$ cat config.mk
export PLATFORM = sky130hd
export DESIGN_NAME = axil_master_cmd_adaptor
export DESIGN_NICKNAME = d
export VERILOG_FILES = /design/src/rtl/axil_master_cmd_adaptor.sv
export SDC_FILE = /design/constraint.sdc
export NUM_CORES = 1
export LEC_CHECK = 0
export ABC_AREA = 1
export BUFFER_PORTS_ARGS = -buffer_cell sky130_fd_sc_hd__clkbuf_2
export CAP_MARGIN = 30
export CORE_ASPECT_RATIO = 0.6
export CORE_UTILIZATION = 30
export DETAILED_ROUTE_END_ITERATION = 10
export HOLD_SLACK_MARGIN = 0.12
export PLACE_DENSITY = 0.67
export SLEW_MARGIN = 10
export SYNTH_ARGS = -nofsm -noshare
export SYNTH_HDL_FRONTEND = slang
export SYNTH_SLANG_ARGS = --single-unit
$ cat constraint.sdc
create_clock -name clk_i -period 1.7 [get_ports clk_i]
set_clock_uncertainty 0.1 [all_clocks]
set_input_delay 0.34 -clock clk_i [delete_from_list [all_inputs] [get_ports clk_i]]
set_output_delay 0.34 -clock clk_i [all_outputs]
set_load 0.05 [all_outputs]
$ cat src/rtl/axil_master_cmd_adaptor.sv
// AXI4-Lite initiator: turns a single-beat valid/ready command into one AXI-Lite transaction and one response.
// Optional watchdog enabled by defining AXIL_MASTER_CMD_TIMEOUT_EN.
module axil_master_cmd_adaptor #(
    parameter int axil_data_width_p = 32,
    parameter int axil_addr_width_p = 32,
    localparam int size_width_lp = $clog2($clog2(axil_data_width_p/8) + 1)
) (
    input  logic                           clk_i,
    input  logic                           reset_i,
    input  logic                           cmd_v_i,
    output logic                           cmd_ready_and_o,
    input  logic [axil_addr_width_p-1:0]   cmd_addr_i,
    input  logic                           cmd_wr_en_i,
    input  logic [size_width_lp-1:0]       cmd_data_size_i,
    input  logic [axil_data_width_p-1:0]   cmd_wdata_i,
    output logic                           resp_v_o,
    input  logic                           resp_ready_and_i,
    output logic [axil_data_width_p-1:0]   resp_rdata_o,
    output logic                           resp_err_o,
    output logic [axil_addr_width_p-1:0]   m_axil_awaddr_o,
    output logic [2:0]                     m_axil_awprot_o,
    output logic                           m_axil_awvalid_o,
    input  logic                           m_axil_awready_i,
    output logic [axil_data_width_p-1:0]   m_axil_wdata_o,
    output logic [axil_data_width_p/8-1:0] m_axil_wstrb_o,
    output logic                           m_axil_wvalid_o,
    input  logic                           m_axil_wready_i,
    input  logic [1:0]                     m_axil_bresp_i,
    input  logic                           m_axil_bvalid_i,
    output logic                           m_axil_bready_o,
    output logic [axil_addr_width_p-1:0]   m_axil_araddr_o,
    output logic [2:0]                     m_axil_arprot_o,
    output logic                           m_axil_arvalid_o,
    input  logic                           m_axil_arready_i,
    input  logic [axil_data_width_p-1:0]   m_axil_rdata_i,
    input  logic [1:0]                     m_axil_rresp_i,
    input  logic                           m_axil_rvalid_i,
    output logic                           m_axil_rready_o
);

    localparam int lanes_lp    = axil_data_width_p / 8;
    localparam int lg_lanes_lp = $clog2(lanes_lp);

    typedef enum logic [2:0] {e_ready, e_write, e_wait_b, e_read, e_wait_r, e_resp} state_e;

    state_e                         state_reg, state_next;
    logic [axil_addr_width_p-1:0]   addr_reg;
    logic [size_width_lp-1:0]       size_reg;
    logic [axil_data_width_p-1:0]   wdata_reg, rdata_reg;
    logic                           aw_done_reg, w_done_reg, err_reg;

    logic [lg_lanes_lp-1:0]         size_mask, offset;
    logic [axil_data_width_p-1:0]   wdata_rep, rdata_fmt;
    logic [lanes_lp-1:0]            wstrb;
    logic cmd_fire, aw_fire, w_fire, b_fire, r_fire, aw_fin, w_fin, busy, timeout_hit, to_fire;
    logic unused_bits;

    assign cmd_fire = cmd_v_i & cmd_ready_and_o;
    assign aw_fire  = m_axil_awvalid_o & m_axil_awready_i;
    assign w_fire   = m_axil_wvalid_o & m_axil_wready_i;
    // Only beats arriving while waiting count; late beats in e_ready are discarded.
    assign b_fire   = (state_reg == e_wait_b) & m_axil_bvalid_i;
    assign r_fire   = (state_reg == e_wait_r) & m_axil_rvalid_i;
    assign aw_fin   = aw_done_reg | aw_fire;
    assign w_fin    = w_done_reg | w_fire;
    assign busy     = (state_reg != e_ready) & (state_reg != e_resp);
    assign to_fire  = timeout_hit & ~b_fire & ~r_fire;
    assign unused_bits = &{1'b0, m_axil_bresp_i[0], m_axil_rresp_i[0]};

`ifdef AXIL_MASTER_CMD_TIMEOUT_EN
    logic [15:0] timer_reg;
    always_ff @(posedge clk_i) begin
        if (reset_i)       timer_reg <= '0;
        else if (cmd_fire) timer_reg <= '0;
        else if (busy)     timer_reg <= timer_reg + 16'd1;
    end
    assign timeout_hit = busy & (timer_reg == 16'hFFFF);
`else
    assign timeout_hit = 1'b0;
`endif

    // Lane offset is the address aligned down to the access size.
    for (genvar gi = 0; gi < lg_lanes_lp; gi++) begin : g_mask
        assign size_mask[gi] = (32'(size_reg) > gi);
    end
    assign offset = addr_reg[lg_lanes_lp-1:0] & ~size_mask;

    for (genvar gi = 0; gi < lanes_lp; gi++) begin : g_lane
        localparam logic [lg_lanes_lp-1:0] lane_c = lg_lanes_lp'(gi);
        assign wdata_rep[8*gi +: 8] = wdata_reg[{lane_c & size_mask, 3'b000} +: 8];
        assign wstrb[gi]            = ((lane_c & ~size_mask) == offset);
        assign rdata_fmt[8*gi +: 8] = ((lane_c & size_mask) == lane_c)
                                    ? m_axil_rdata_i[{lane_c | offset, 3'b000} +: 8] : 8'h00;
    end

    always_ff @(posedge clk_i) begin
        if (reset_i) state_reg <= e_ready;
        else         state_reg <= state_next;
    end

    always_comb begin
        state_next = state_reg;
        unique case (state_reg)
            e_ready:  if (cmd_v_i) state_next = cmd_wr_en_i ? e_write : e_read;
            e_write:  if (aw_fin & w_fin) state_next = e_wait_b;
            e_wait_b: if (b_fire) state_next = e_resp;
            e_read:   if (m_axil_arready_i) state_next = e_wait_r;
            e_wait_r: if (r_fire) state_next = e_resp;
            e_resp:   if (resp_ready_and_i) state_next = e_ready;
            default:  state_next = e_ready;
        endcase
        if (to_fire) state_next = e_resp;
    end

    always_comb begin
        cmd_ready_and_o  = 1'b0;
        resp_v_o         = 1'b0;
        m_axil_awvalid_o = 1'b0;
        m_axil_wvalid_o  = 1'b0;
        m_axil_bready_o  = 1'b0;
        m_axil_arvalid_o = 1'b0;
        m_axil_rready_o  = 1'b0;
        unique case (state_reg)
            e_ready: begin
                cmd_ready_and_o = 1'b1;
`ifdef AXIL_MASTER_CMD_TIMEOUT_EN
                m_axil_bready_o = 1'b1;
                m_axil_rready_o = 1'b1;
`endif
            end
            e_write: begin
                m_axil_awvalid_o = ~aw_done_reg;
                m_axil_wvalid_o  = ~w_done_reg;
            end
            e_wait_b: m_axil_bready_o  = 1'b1;
            e_read:   m_axil_arvalid_o = 1'b1;
            e_wait_r: m_axil_rready_o  = 1'b1;
            e_resp:   resp_v_o         = 1'b1;
            default: ;
        endcase
    end

    always_ff @(posedge clk_i) begin
        if (reset_i) begin
            addr_reg    <= '0;
            size_reg    <= '0;
            wdata_reg   <= '0;
            aw_done_reg <= 1'b0;
            w_done_reg  <= 1'b0;
            err_reg     <= 1'b0;
            rdata_reg   <= '0;
        end else begin
            if (cmd_fire) begin
                addr_reg    <= cmd_addr_i;
                size_reg    <= cmd_data_size_i;
                wdata_reg   <= cmd_wdata_i;
                aw_done_reg <= 1'b0;
                w_done_reg  <= 1'b0;
            end
            if (aw_fire) aw_done_reg <= 1'b1;
            if (w_fire)  w_done_reg  <= 1'b1;
            if (b_fire) begin
                err_reg   <= m_axil_bresp_i[1];
                rdata_reg <= '0;
            end else if (r_fire) begin
                err_reg   <= m_axil_rresp_i[1];
                rdata_reg <= rdata_fmt;
            end else if (to_fire) begin
                err_reg   <= 1'b1;
                rdata_reg <= '0;
            end
        end
    end

    assign m_axil_awaddr_o = addr_reg;
    assign m_axil_araddr_o = addr_reg;
    assign m_axil_awprot_o = 3'b000;
    assign m_axil_arprot_o = 3'b000;
    assign m_axil_wdata_o  = wdata_rep;
    assign m_axil_wstrb_o  = wstrb;
    assign resp_rdata_o    = rdata_reg;
    assign resp_err_o      = err_reg;

`ifndef SYNTHESIS
    always @(posedge clk_i) begin
        if (!reset_i && cmd_fire && (32'(cmd_data_size_i) > lg_lanes_lp))
            $error("axil_master_cmd_adaptor: size %0d exceeds data width", cmd_data_size_i);
    end
`endif

endmodule

# == Yosys cells after proc, flatten, opt, wreduce, memory -nomap -nowiden ==
# Index checks and enable logic that the tools add are counted.
# totals
ff_bits,104
inputBits,112
elab_cells,73
# classes
order_cmp,2
eq_ne,15
shifts,6
n_mux,23
n_bitwise,12
n_reduce_logical,7
# ops
op,count
indexed part select 32 x 6 -> 8 bit,5
indexed part select 32 x 5 -> 8 bit,1
2-to-1 mux 8 bit,3
2-to-1 mux 3 bit,6
case mux 3 bit (6 select lines),1
2-to-1 mux 1 bit,12
"inequality test 2 bit, second input constant",6
AND 1 bit,6
"== test 3 x 2 -> 1 bit, second input constant",2
"== test 3 bit, second input constant",2
AND reduction 6 bit,1
nonzero test 2 bit,3
== test 2 bit,2
"greater-than comparator 2 x 1 -> 1 bit, second input constant",2
"== test 3 x 1 -> 1 bit, second input constant",1
logical NOT 3 bit,1
AND 2 bit,1
== test 1 x 2 -> 1 bit,1
"== test 2 bit, second input constant",1
logical NOT 2 bit,1
2-to-1 mux 2 bit,1
inverter 1 bit,2
inverter 2 bit,1
bitwise OR 1 bit,2
OR reduction 2 bit,1

# == Logic depth before layout (Yosys ltp) ==
# Gate-level depths: netlist of the first run.
# logic_depth
ltp_word,7
mapped_depth,10
mapped_depth_nobuf,9

# == Worst setup path after synthesis of the first run ==
# No wires, ideal clock.
# synth_timing
path_type,flip-flop to output port
from,register size_reg[1]
to,output m_axil_wdata_o[24]
arrival_time_ns,2.098
setup_slack_ns,-0.838
stages_incl_launch_ff,9
n_path_buf,3
path_cell_list,dfxtp_1 -> buf_4 -> nor2_4 -> buf_2 -> buf_4 -> nand2_1 -> o21ai_1 -> nand2_1 -> o21ai_0
# synth_between
elab_chain_len,2
word_cells_on_any_way,3
classes_between,order compare (2); shift (1)
# synth_lines
item,line_no,source
from (decl),48,logic [size_width_lp-1:0] size_reg;
from (signal assigned),155,size_reg <= cmd_data_size_i;
greater-than comparator 2 x 1 -> 1 bit,84,assign size_mask[gi] = (32'(size_reg) > gi);
indexed part select 32 x 6 -> 8 bit *,90,"assign wdata_rep[8*gi +: 8] = wdata_reg[{lane_c & size_mask, 3'b000} +: 8];"
to (decl),24,"output logic [axil_data_width_p-1:0] m_axil_wdata_o,"
# Mark *: on every way between the ends. The rest lies on a longest branch, timed or not.

# == Worst setup path in the final report of the first run ==
# layout_timing
from,register size_reg[1]
to,output m_axil_wdata_o[25]
# The elaborated chain is that of the path after synthesis.

==> results of run 1 <==
==> tightest hold or removal path, stage by stage <==
cell and delay [ns]:
clkbuf_2 0.08, nand3_1 0.07, a21oi_1 0.06
==> per-layer routing <==
layer / vias up / share of wire / track usage
met5: - / 0 / 0
met1: 2528 / 0.47 / 0.2621
met4: 0 / 0.0081 / 0.03465
li1: 2735 / - / -
met3: 15 / 0.083 / 0.07126
met2: 180 / 0.43 / 0.2840
==> layout by cell type, fill, tap and decap left out, drive strengths merged <==
| cell type | synthesis | routed |
|---|---|---|
| clkbuf | 15 | 239 |
| nand2 | 157 | 158 |
| a21oi | 105 | 105 |
| dfxtp | 104 | 104 |
| buf | 72 | 102 |
| inv | 73 | 78 |
| o21ai | 76 | 76 |
| nand3 | 45 | 45 |
| nor2 | 36 | 37 |
| o22ai | 8 | 8 |
| conb | 1 | 6 |
| clkinv | 0 | 3 |
| nor3 | 2 | 2 |
| a22oi | 1 | 1 |
| o211ai | 1 | 1 |
==> through the flow <==
stage / cells / hold WS, ns / power (uW) / instance area (um2) / setup WS, ns
CTS: 1169 / 0.1205 / 13980 / 7676 / -0.2887
floorplan: 701 / 0.3393 / 8972 / 5436 / -0.2016
detailed placement: 1132 / 0.3562 / 10720 / 6833 / 0.007128
global route: 1193 / 0.1237 / 15460 / 8142 / -0.3511
finish: 1193 / 0.1299 / 14700 / 8142 / -0.2889
global placement: 1132 / 0.3512 / 10660 / 6833 / 0.02999
==> cell type report <==
cell class / count / area [um2] / share of cell area
multi-input cells: 439 / 2614 / 0.3210
repair buffers: 332 / 2557 / 0.3141
flip-flops and latches: 104 / 2096 / 0.2574
inverters: 73 / 294.0 / 0.03611
well taps: 228 / 285.3 / 0.03504
clock buffers: 9 / 225.2 / 0.02766
clock inverters: 7 / 63.81 / 0.007838
repair inverters: 1 / 6.256 / 0.0007684
==> what timing repair did <==
| item | 4_1_cts | 5_1_grt |
|---|---|---|
| setup endpoints to repair | 35 | 119 |
| cloned | 1 | 5 |
| gates resized for setup | 96 | 77 |
| pin swaps | 13 | 10 |
| setup buffers | 20 | 19 |
==> cells by family (layout without fill, tap and decap cells) <==
group | after synthesis | in the layout | share of synthesized area
and+or+nand+nor | 240 | 242 | 0.2129
other | 1 | 6 | 0.0007444
AOI/OAI and AO/OA | 191 | 191 | 0.2002
buffers and inverters | 160 | 422 | 0.1729
DFF | 104 | 104 | 0.4133
==> final timing paths <==
path                  startpoint                  end
setup / recovery     size_reg[1]   m_axil_wdata_o[25]
hold / removal    cmd_addr_i[28]  m_axil_araddr_o[28]
setup reg to reg    state_reg[0]     resp_rdata_o[31]
hold reg to reg    wdata_reg[22]        wdata_reg[22]
==> power by group <==
| group | total, uW | switching (uW) | leakage (uW) | internal (uW) |
|---|---|---|---|---|
| sequential | 3250 | 341 | 0.000852 | 2910 |
| clock | 2080 | 1050 | 0.000145 | 1030 |
| combinational | 9370 | 5860 | 0.00284 | 3510 |
==> results.yml, run 1 <==
outcome:
  outcome: "finished with violations"
  violated_checks: "setup timing"
pwr:
  powerDensity_nw_per_um2: 1806
  power.ir.vdd_worst_uv: 1137
  power_leakage_uw: 0.003838
floorplan:
  die_h_um: 102.4
  start_util: 0.3089
  core.rowCount: 36
  io_pins: 258
  die_w_um: 169.3
  core_region_area_um2: 16310
  floorplan.die_area_um2: 17330
placement:
  place.gp.congestion: 0.8840
  placement.io_buffers: 249
  detailed_place_hpwl_um: 12580
final_layout:
  final.fill_count: 1600
  fraction_of_layout_cells_with_a_size_suffix_above_1: 0.4808
  nNetsFinal: 1072
  layout-area-overhead-vs-synth_pct: 61.62
  antenna_cells: 0
  final_core_utilization: 0.4993
setup_path:
  critPathLaunchType: "flop"
  crit_path_max_fanout: 5
  critical_path.max_stage_delay_ns: 0.37
  worst-path-stages: 7
  critPathArrivalTime_ns: 1.55
  r2r_slack_ns: -0.03
  timing.critical_path.required_ns: 1.26
  worst-r2r-cell-count: 10
  worstSetupPathType: "flop to output port"
  kind_of_cell_with_the_highest_combined_delay_on_the_critical_path: "buffers and inverters"
  critical-path-top-cell-by-count: "o21ai_4"
  worstPathCellList: "nor2_4 > buf_6 > buf_16 > o21ai_4 > nand2_2 > o21ai_4 > clkbuf_8"
  path_buf_inv: 3
  worstSetupEndpointType: "output port"
  critical-path-slowest-cell: "dfxtp_2"
global_route:
  grt_start_max_net_pins: 43
  gr-total-overflow: 0
  vias_in_the_first_global_route: 4788
  antenna_violations_before_repair: 0
  grt_first_pass_wirelength_um: 25470
  grt_usage: 0.1902
synthesis:
  yosysMostFrequentCell: "nand2_1"
  synthDominantCellAreaShare: 0.4133
  top_ff_cell_synth: "dfxtp_1"
  post_synth_most_frequent_cells: "nand2_1 (143), dfxtp_1 (104), a21oi_1 (95), inv_1 (67), o21ai_0 (52)"
  synth.top_cells.by_area: "dfxtp_1 (41%), nand2_1 (11%), a21oi_1 (9.4%)"
  async_flop_share: 0
  synth.largest_area_cell: "dfxtp_1"
  synth-seq-area-share: 0.4133
  postSynthCellCount: 696
  syn-cell-area_um2: 5037
  synth-edff-count: 0
  yosys_warnings: 0
  synth-seq-cells: 104
  synth.avg_cell_area_um2: 7.238
  synth.distinct_cells: 27
timing:
  grt_setup_unrepaired: "yes"
  max_clock_freq_mhz: 502.8
  final_period_minus_worst_setup_slack_ns: 1.989
  post-route-worst-setup-slack_ns: -0.2889
  setup-tns-final_ns: -5.540
  report.final.setup_viol: 40
  fin_crit_sh: 1.170
  number_of_pins_with_negative_max_slew_slack_in_the_final_report: 0
  report.final.hold_viol_count: 0
routing:
  dr.pass1.iters: 4
  via_per_inst: 4.575
  drcViolationCount: 0
  antenna_violating_nets_post_route: 0
  detail_route.wl_per_cell_um: 15.03
  route.vias.total: 5458
  routed_wl_um: 17940
  initialDrtViolationCount: 256
hold_path:
  hold_path_depth: 3
  worst_hold_path_type: "input pin to flop"
cts:
  cts_tree: "done"
  holdBufCountCts: 0
  cts-buffers-inserted: 9
  clock_pin_slew_of_the_registers_on_the_worst_case_setup_and_hold_paths_ns: 0.09
  clock_sink_count: 104
  htreeDepth: 3
  clock_tree.buffer_depth: 2
  ctsRootBufferMaster: "clkbuf_16"
  clk_latency_ns: 0.34
flow_run:
  max_cap_viol_count: 0
Note: power is estimated with default switching activity, not from simulation.
==> run 2, diff against run 1 <==
- SETUP_SLACK_MARGIN: default -> 0.15
==> run 2 against run 1 <==
  * The flow still finishes with violations (setup timing)
  * Core utilization grew 9.0 points
  * Hold slack better by 0.014 ns
  * Non-clock buffer count is 20 higher
  * Setup slack gained 0.012 ns
==> results.yml, run 2 (synthesis gave the netlist of run 1 again) <==
timing:
  slew_headroom: 0.4920
  worst_hold_slack_ns: 0.1443
  report.final.setup_viol: 50
  max_clock_freq_mhz: 505.7
  fin_crit_sh: 1.163
  report.final.hold_viol_count: 0
  grt_setup_unrepaired: "yes"
  number_of_pins_with_negative_max_slew_slack_in_the_final_report: 0
  final_period_minus_worst_setup_slack_ns: 1.977
  max_slew.worst_pin.slew_ns: 0.7620
  post-route-worst-setup-slack_ns: -0.2773
setup_path:
  worstSetupEndpointType: "output port"
  critPathArrivalTime_ns: 1.54
  crit_path_max_fanout: 8
  worstSetupPathType: "flop to output port"
  timing.critical_path.required_ns: 1.26
  critPathLaunchType: "flop"
  cp-startpoint: "size_reg[1]"
  worst_r2r_startpoint: "size_reg[1]"
global_route:
  vias_in_the_first_global_route: 5216
  global_route.peak_usage_layer: "met2"
  antenna_violations_before_repair: 0
  grt_start_max_net_pins: 43
  groute.layer.met2.usage: 0.3333
  groute.layer.met3.usage: 0.05926
  gr-total-overflow: 0
  grt_first_pass_wirelength_um: 29060
  grt_usage: 0.2189
  grt_use_met1: 0.3112
routing:
  dr.pass1.iters: 4
  route.vias.total: 5724
  antenna_violating_nets_post_route: 0
  via_per_inst: 4.727
  drcViolationCount: 0
  routed_wl_um: 20360
  initialDrtViolationCount: 287
  detail_route.wl_per_cell_um: 16.82
final_layout:
  antenna_cells: 0
  nNetsFinal: 1090
  layout_commonest_cell: "clkbuf_2"
  stdcell_count: 1211
  final_core_utilization: 0.5896
  layout.cells.most_common_list: "clkbuf_2 (199), dfxtp_1 (96), a21oi_2 (90)"
  layout-area-overhead-vs-synth_pct: 90.86
  finalInstanceArea_um2: 9614
  fraction_of_layout_cells_with_a_size_suffix_above_1: 0.6633
cts:
  cts-buffers-inserted: 9
  htreeDepth: 3
  cts_tree: "done"
  clk_latency_ns: 0.34
  clock_sink_count: 104
  clock_tree.buffer_depth: 2
  clock_pin_slew_of_the_registers_on_the_worst_case_setup_and_hold_paths_ns: 0.08
  ctsRootBufferMaster: "clkbuf_16"
pwr:
  power_leakage_uw: 0.004311
  clock_power_share: 0.130
  internal_power_uw: 8849
  comb_power_share: 0.671
  switching_share: 0.4835
  power.total_uw: 17130
  powerDensity_nw_per_um2: 1782
  power.sequential.fraction: 0.199
  power.switching_uw: 8283
  power.ir.vdd_worst_uv: 1205
floorplan:
  core_region_area_um2: 16310
  die_h_um: 102.4
  io_pins: 258
  die_w_um: 169.3
  floorplan.die_area_um2: 17330
  core.rowCount: 36
  start_util: 0.3089
outcome:
  violated_checks: "setup timing"
  outcome: "finished with violations"
placement:
  place.detailed.instances: 1129
  place.gp.congestion: 0.9129
  placement.io_buffers: 249
  postPlaceCellArea_um2: 6838
  detailed_place_hpwl_um: 12370
flow_run:
  max_cap_viol_count: 0
hold_path:
  holdCritStartpoint: "cmd_wdata_i[3]"
  worst_hold_path_type: "input pin to flop"
## run 2: metal layers
| layer | part of all wire | wire length [um] |
|---|---|---|
| met4 | 0.0061 | 125 |
| met2 | 0.45 | 9218 |
| met3 | 0.063 | 1273 |
| met5 | 0 | 0 |
| met1 | 0.48 | 9746 |
## run 2: final cells by class
| class | count | area [um2] |
|---|---|---|
| fill | 1398 | 6691 |
| multi-input combinational | 438 | 3451 |
| timing repair buffer | 352 | 3153 |
| sequential | 104 | 2105 |
| inverter | 73 | 309.0 |
| tap | 228 | 285.3 |
| clock buffer | 9 | 225.2 |
| clock inverter | 7 | 86.33 |
## run 2: path summary, 6_finish.rpt
path,end,slack [ns],cells after the start
worst max register to register,resp_rdata_o[1],-0.12,11
worst max-delay path,m_axil_wdata_o[26],-0.28,7
worst min-delay path,wdata_reg[3],0.14,3
worst min register to register,resp_rdata_o[10],0.37,2
## run 2: power by group through the flow
stage	sequential (uW)	clock [uW]	combinational [uW]
2_1_floorplan	3850	0	5150
3_3_place_gp	3300	0	7260
3_5_place_dp	3310	0	7310
4_1_cts	3330	2300	10300
5_1_grt	3460	2390	12000
6_report	3410	2220	11500
## run 2: timing repair
item | CTS | global route
gates resized for setup | 271 | 178
setup buffers | 28 | 16
hold endpoints to repair | 4 | 0
setup endpoints to repair | 104 | 142
gates cloned | 15 | 3
pin swaps | 52 | 46
hold buffers | 4 | 0
## run 2: worst max-delay path, cell delays in order, from the launching register on
cell and delay, ns:
dfxtp_4 0.37, nor2_4 0.18, buf_12 0.13, buf_16 0.15, o21ai_4 0.07, nand2_2 0.08, o21ai_4 0.06, buf_8 0.15
## run 2: through the flow
step | TNS, ns | worst slack (ns)
after floorplan | -1.684 | -0.1211
after global placement | 0 | 0.003344
after detailed placement | -0.06837 | -0.02189
after CTS | -7.122 | -0.3100
after global routing | -9.975 | -0.3527
final | -6.394 | -0.2773
==> run 3, diff against run 2 <==
- RECOVER_POWER: default -> 100
==> run 3 against run 2 <==
  * The run still ends with setup timing left
  * Final cell count stayed put
  * Register-to-register slack hardly changed
  * Via count decreased by 0.70%
  * Critical endpoint is now m_axil_wdata_o[25]
  * Largest cell class unchanged
  * Largest power group unchanged
==> results.yml, run 3 (synthesis gave the netlist of run 1 again) <==
routing:
  drcViolationCount: 0
  dr.pass1.iters: 5
  routed_wl_um: 20330
  detail_route.wl_per_cell_um: 16.79
  antenna_violating_nets_post_route: 0
  initialDrtViolationCount: 268
  via_per_inst: 4.694
  route.vias.total: 5684
placement:
  detailed_place_hpwl_um: 12370
  place.gp.congestion: 0.9129
  postPlaceCellArea_um2: 6838
  placement.io_buffers: 249
cts:
  cts-buffers-inserted: 9
  clk_latency_ns: 0.34
  ctsRootBufferMaster: "clkbuf_16"
  clock_tree.buffer_depth: 2
  htreeDepth: 3
  cts_tree: "done"
  clock_pin_slew_of_the_registers_on_the_worst_case_setup_and_hold_paths_ns: 0.08
  clock_sink_count: 104
pwr:
  power.sequential.fraction: 0.200
  switching_share: 0.4854
  comb_power_share: 0.670
  powerDensity_nw_per_um2: 1781
  internal_power_uw: 8752
  power.switching_uw: 8257
  power_leakage_uw: 0.004292
  clock_power_share: 0.131
  power.total_uw: 17010
  power.ir.vdd_worst_uv: 1203
global_route:
  grt_usage: 0.2189
  gr-total-overflow: 0
  antenna_violations_before_repair: 0
  vias_in_the_first_global_route: 5216
  grt_first_pass_wirelength_um: 29060
  grt_start_max_net_pins: 43
timing:
  fin_crit_sh: 1.163
  max_slew.worst_pin.slew_ns: 0.7594
  max_clock_freq_mhz: 505.7
  final_period_minus_worst_setup_slack_ns: 1.978
  report.final.hold_viol_count: 0
  post-route-worst-setup-slack_ns: -0.2776
  grt_setup_unrepaired: "yes"
  report.final.setup_viol: 108
  slew_headroom: 0.4938
  setup-tns-final_ns: -8.020
  number_of_pins_with_negative_max_slew_slack_in_the_final_report: 0
setup_path:
  kind_of_cell_with_the_highest_combined_delay_on_the_critical_path: "buffers and inverters"
  critPathArrivalTime_ns: 1.54
  worst-path-stages: 7
  critical_path.max_stage_delay_ns: 0.36
  worstPathCellList: "nor2_4 > buf_12 > buf_16 > o21ai_4 > nand2_2 > o21ai_4 > buf_8"
  crit_path_max_fanout: 8
  r2r_slack_ns: -0.13
  worstSetupEndpoint: "m_axil_wdata_o[25]"
  worstSetupPathType: "flop to output port"
  critical-path-top-cell-by-count: "o21ai_4"
  worst_r2r_startpoint: "size_reg[1]"
  path_buf_inv: 3
  cp-startpoint: "size_reg[1]"
  critical-path-slowest-cell: "dfxtp_4"
  critical_path.reg2reg.endpoint: "resp_rdata_o[7]"
  timing.critical_path.required_ns: 1.26
  worst-r2r-cell-count: 11
  critPathLaunchType: "flop"
  worstSetupEndpointType: "output port"
hold_path:
  worst_hold_path_type: "input pin to flop"
  holdCritStartpoint: "m_axil_rdata_i[28]"
  hold_path_depth: 3
final_layout:
  fraction_of_layout_cells_with_a_size_suffix_above_1: 0.6582
  layout.cells.most_common_list: "clkbuf_2 (214), dfxtp_1 (99), a21oi_2 (90)"
  layout_commonest_cell: "clkbuf_2"
  finalInstanceArea_um2: 9550
  nNetsFinal: 1090
  layout-area-overhead-vs-synth_pct: 89.59
  antenna_cells: 0
outcome:
  violated_checks: "setup timing"
  outcome: "finished with violations"
floorplan:
  core_region_area_um2: 16310
  core.rowCount: 36
  start_util: 0.3089
  die_w_um: 169.3
  floorplan.die_area_um2: 17330
  die_h_um: 102.4
  io_pins: 258
flow_run:
  max_cap_viol_count: 0
run 3: area by class of cell:
| cell class | count | area, um2 |
|---|---|---|
| multi-input cells | 438 | 3448 |
| clock buffers | 9 | 225.2 |
| well taps | 228 | 285.3 |
| clock inverters | 7 | 86.33 |
| repair buffers | 352 | 3100 |
| flip-flops and latches | 104 | 2098 |
| inverters | 73 | 306.5 |
| fillers | 1413 | 6755 |
run 3: worst min-delay path: cells and delay by family:
family,cells,cell delay [ns]
compound gates,1,0.04
buf+inv,1,0.10
simple gates,1,0.07
run 3: worst min path at each step:
stage / endpoint
finish: resp_rdata_o[28]
global route: wdata_reg[3]
CTS: resp_rdata_o[31]
detailed placement: wdata_reg[16]
global placement: resp_rdata_o[9]
floorplan: wdata_reg[22]
run 3: per-stage QoR:
step,hold slack [ns],std cells,setup WS (ns),utilization
final,0.1410,1211,-0.2776,0.5857
after CTS,0.1209,1192,-0.3100,0.5382
after floorplan,0.3393,701,-0.1211,-
after global routing,0.1319,1211,-0.3527,0.5857
after global placement,0.3515,1129,0.003344,0.4194
after detailed placement,0.3553,1129,-0.02189,0.4194
run 3: power by group through the flow:
stage               Clock (uW)  Combinational [uW]  Sequential (uW)
floorplan                    0                5150             3850
global placement             0                7260             3300
detailed placement           0                7310             3310
CTS                       2300               10300             3330
global route              2390               11900             3450
finish                    2220               11400             3390
run 3: layer usage:
| metal | GRT usage | vias up | wire, um |
|---|---|---|---|
| met1 | 0.3112 | 2682 | 9658 |
| met3 | 0.05926 | 17 | 1307 |
| met5 | 0 | - | 0 |
| li1 | - | 2780 | - |
| met4 | 0.03812 | 0 | 161 |
| met2 | 0.3333 | 205 | 9203 |
run 3: what timing repair did:
item	CTS	global route
hold buffers	4	0
buffers inserted	28	16
gates cloned	15	3
resized for setup	271	178
pin swaps	52	46
endpoints found under the hold margin	4	0
endpoints found under the setup margin	104	142
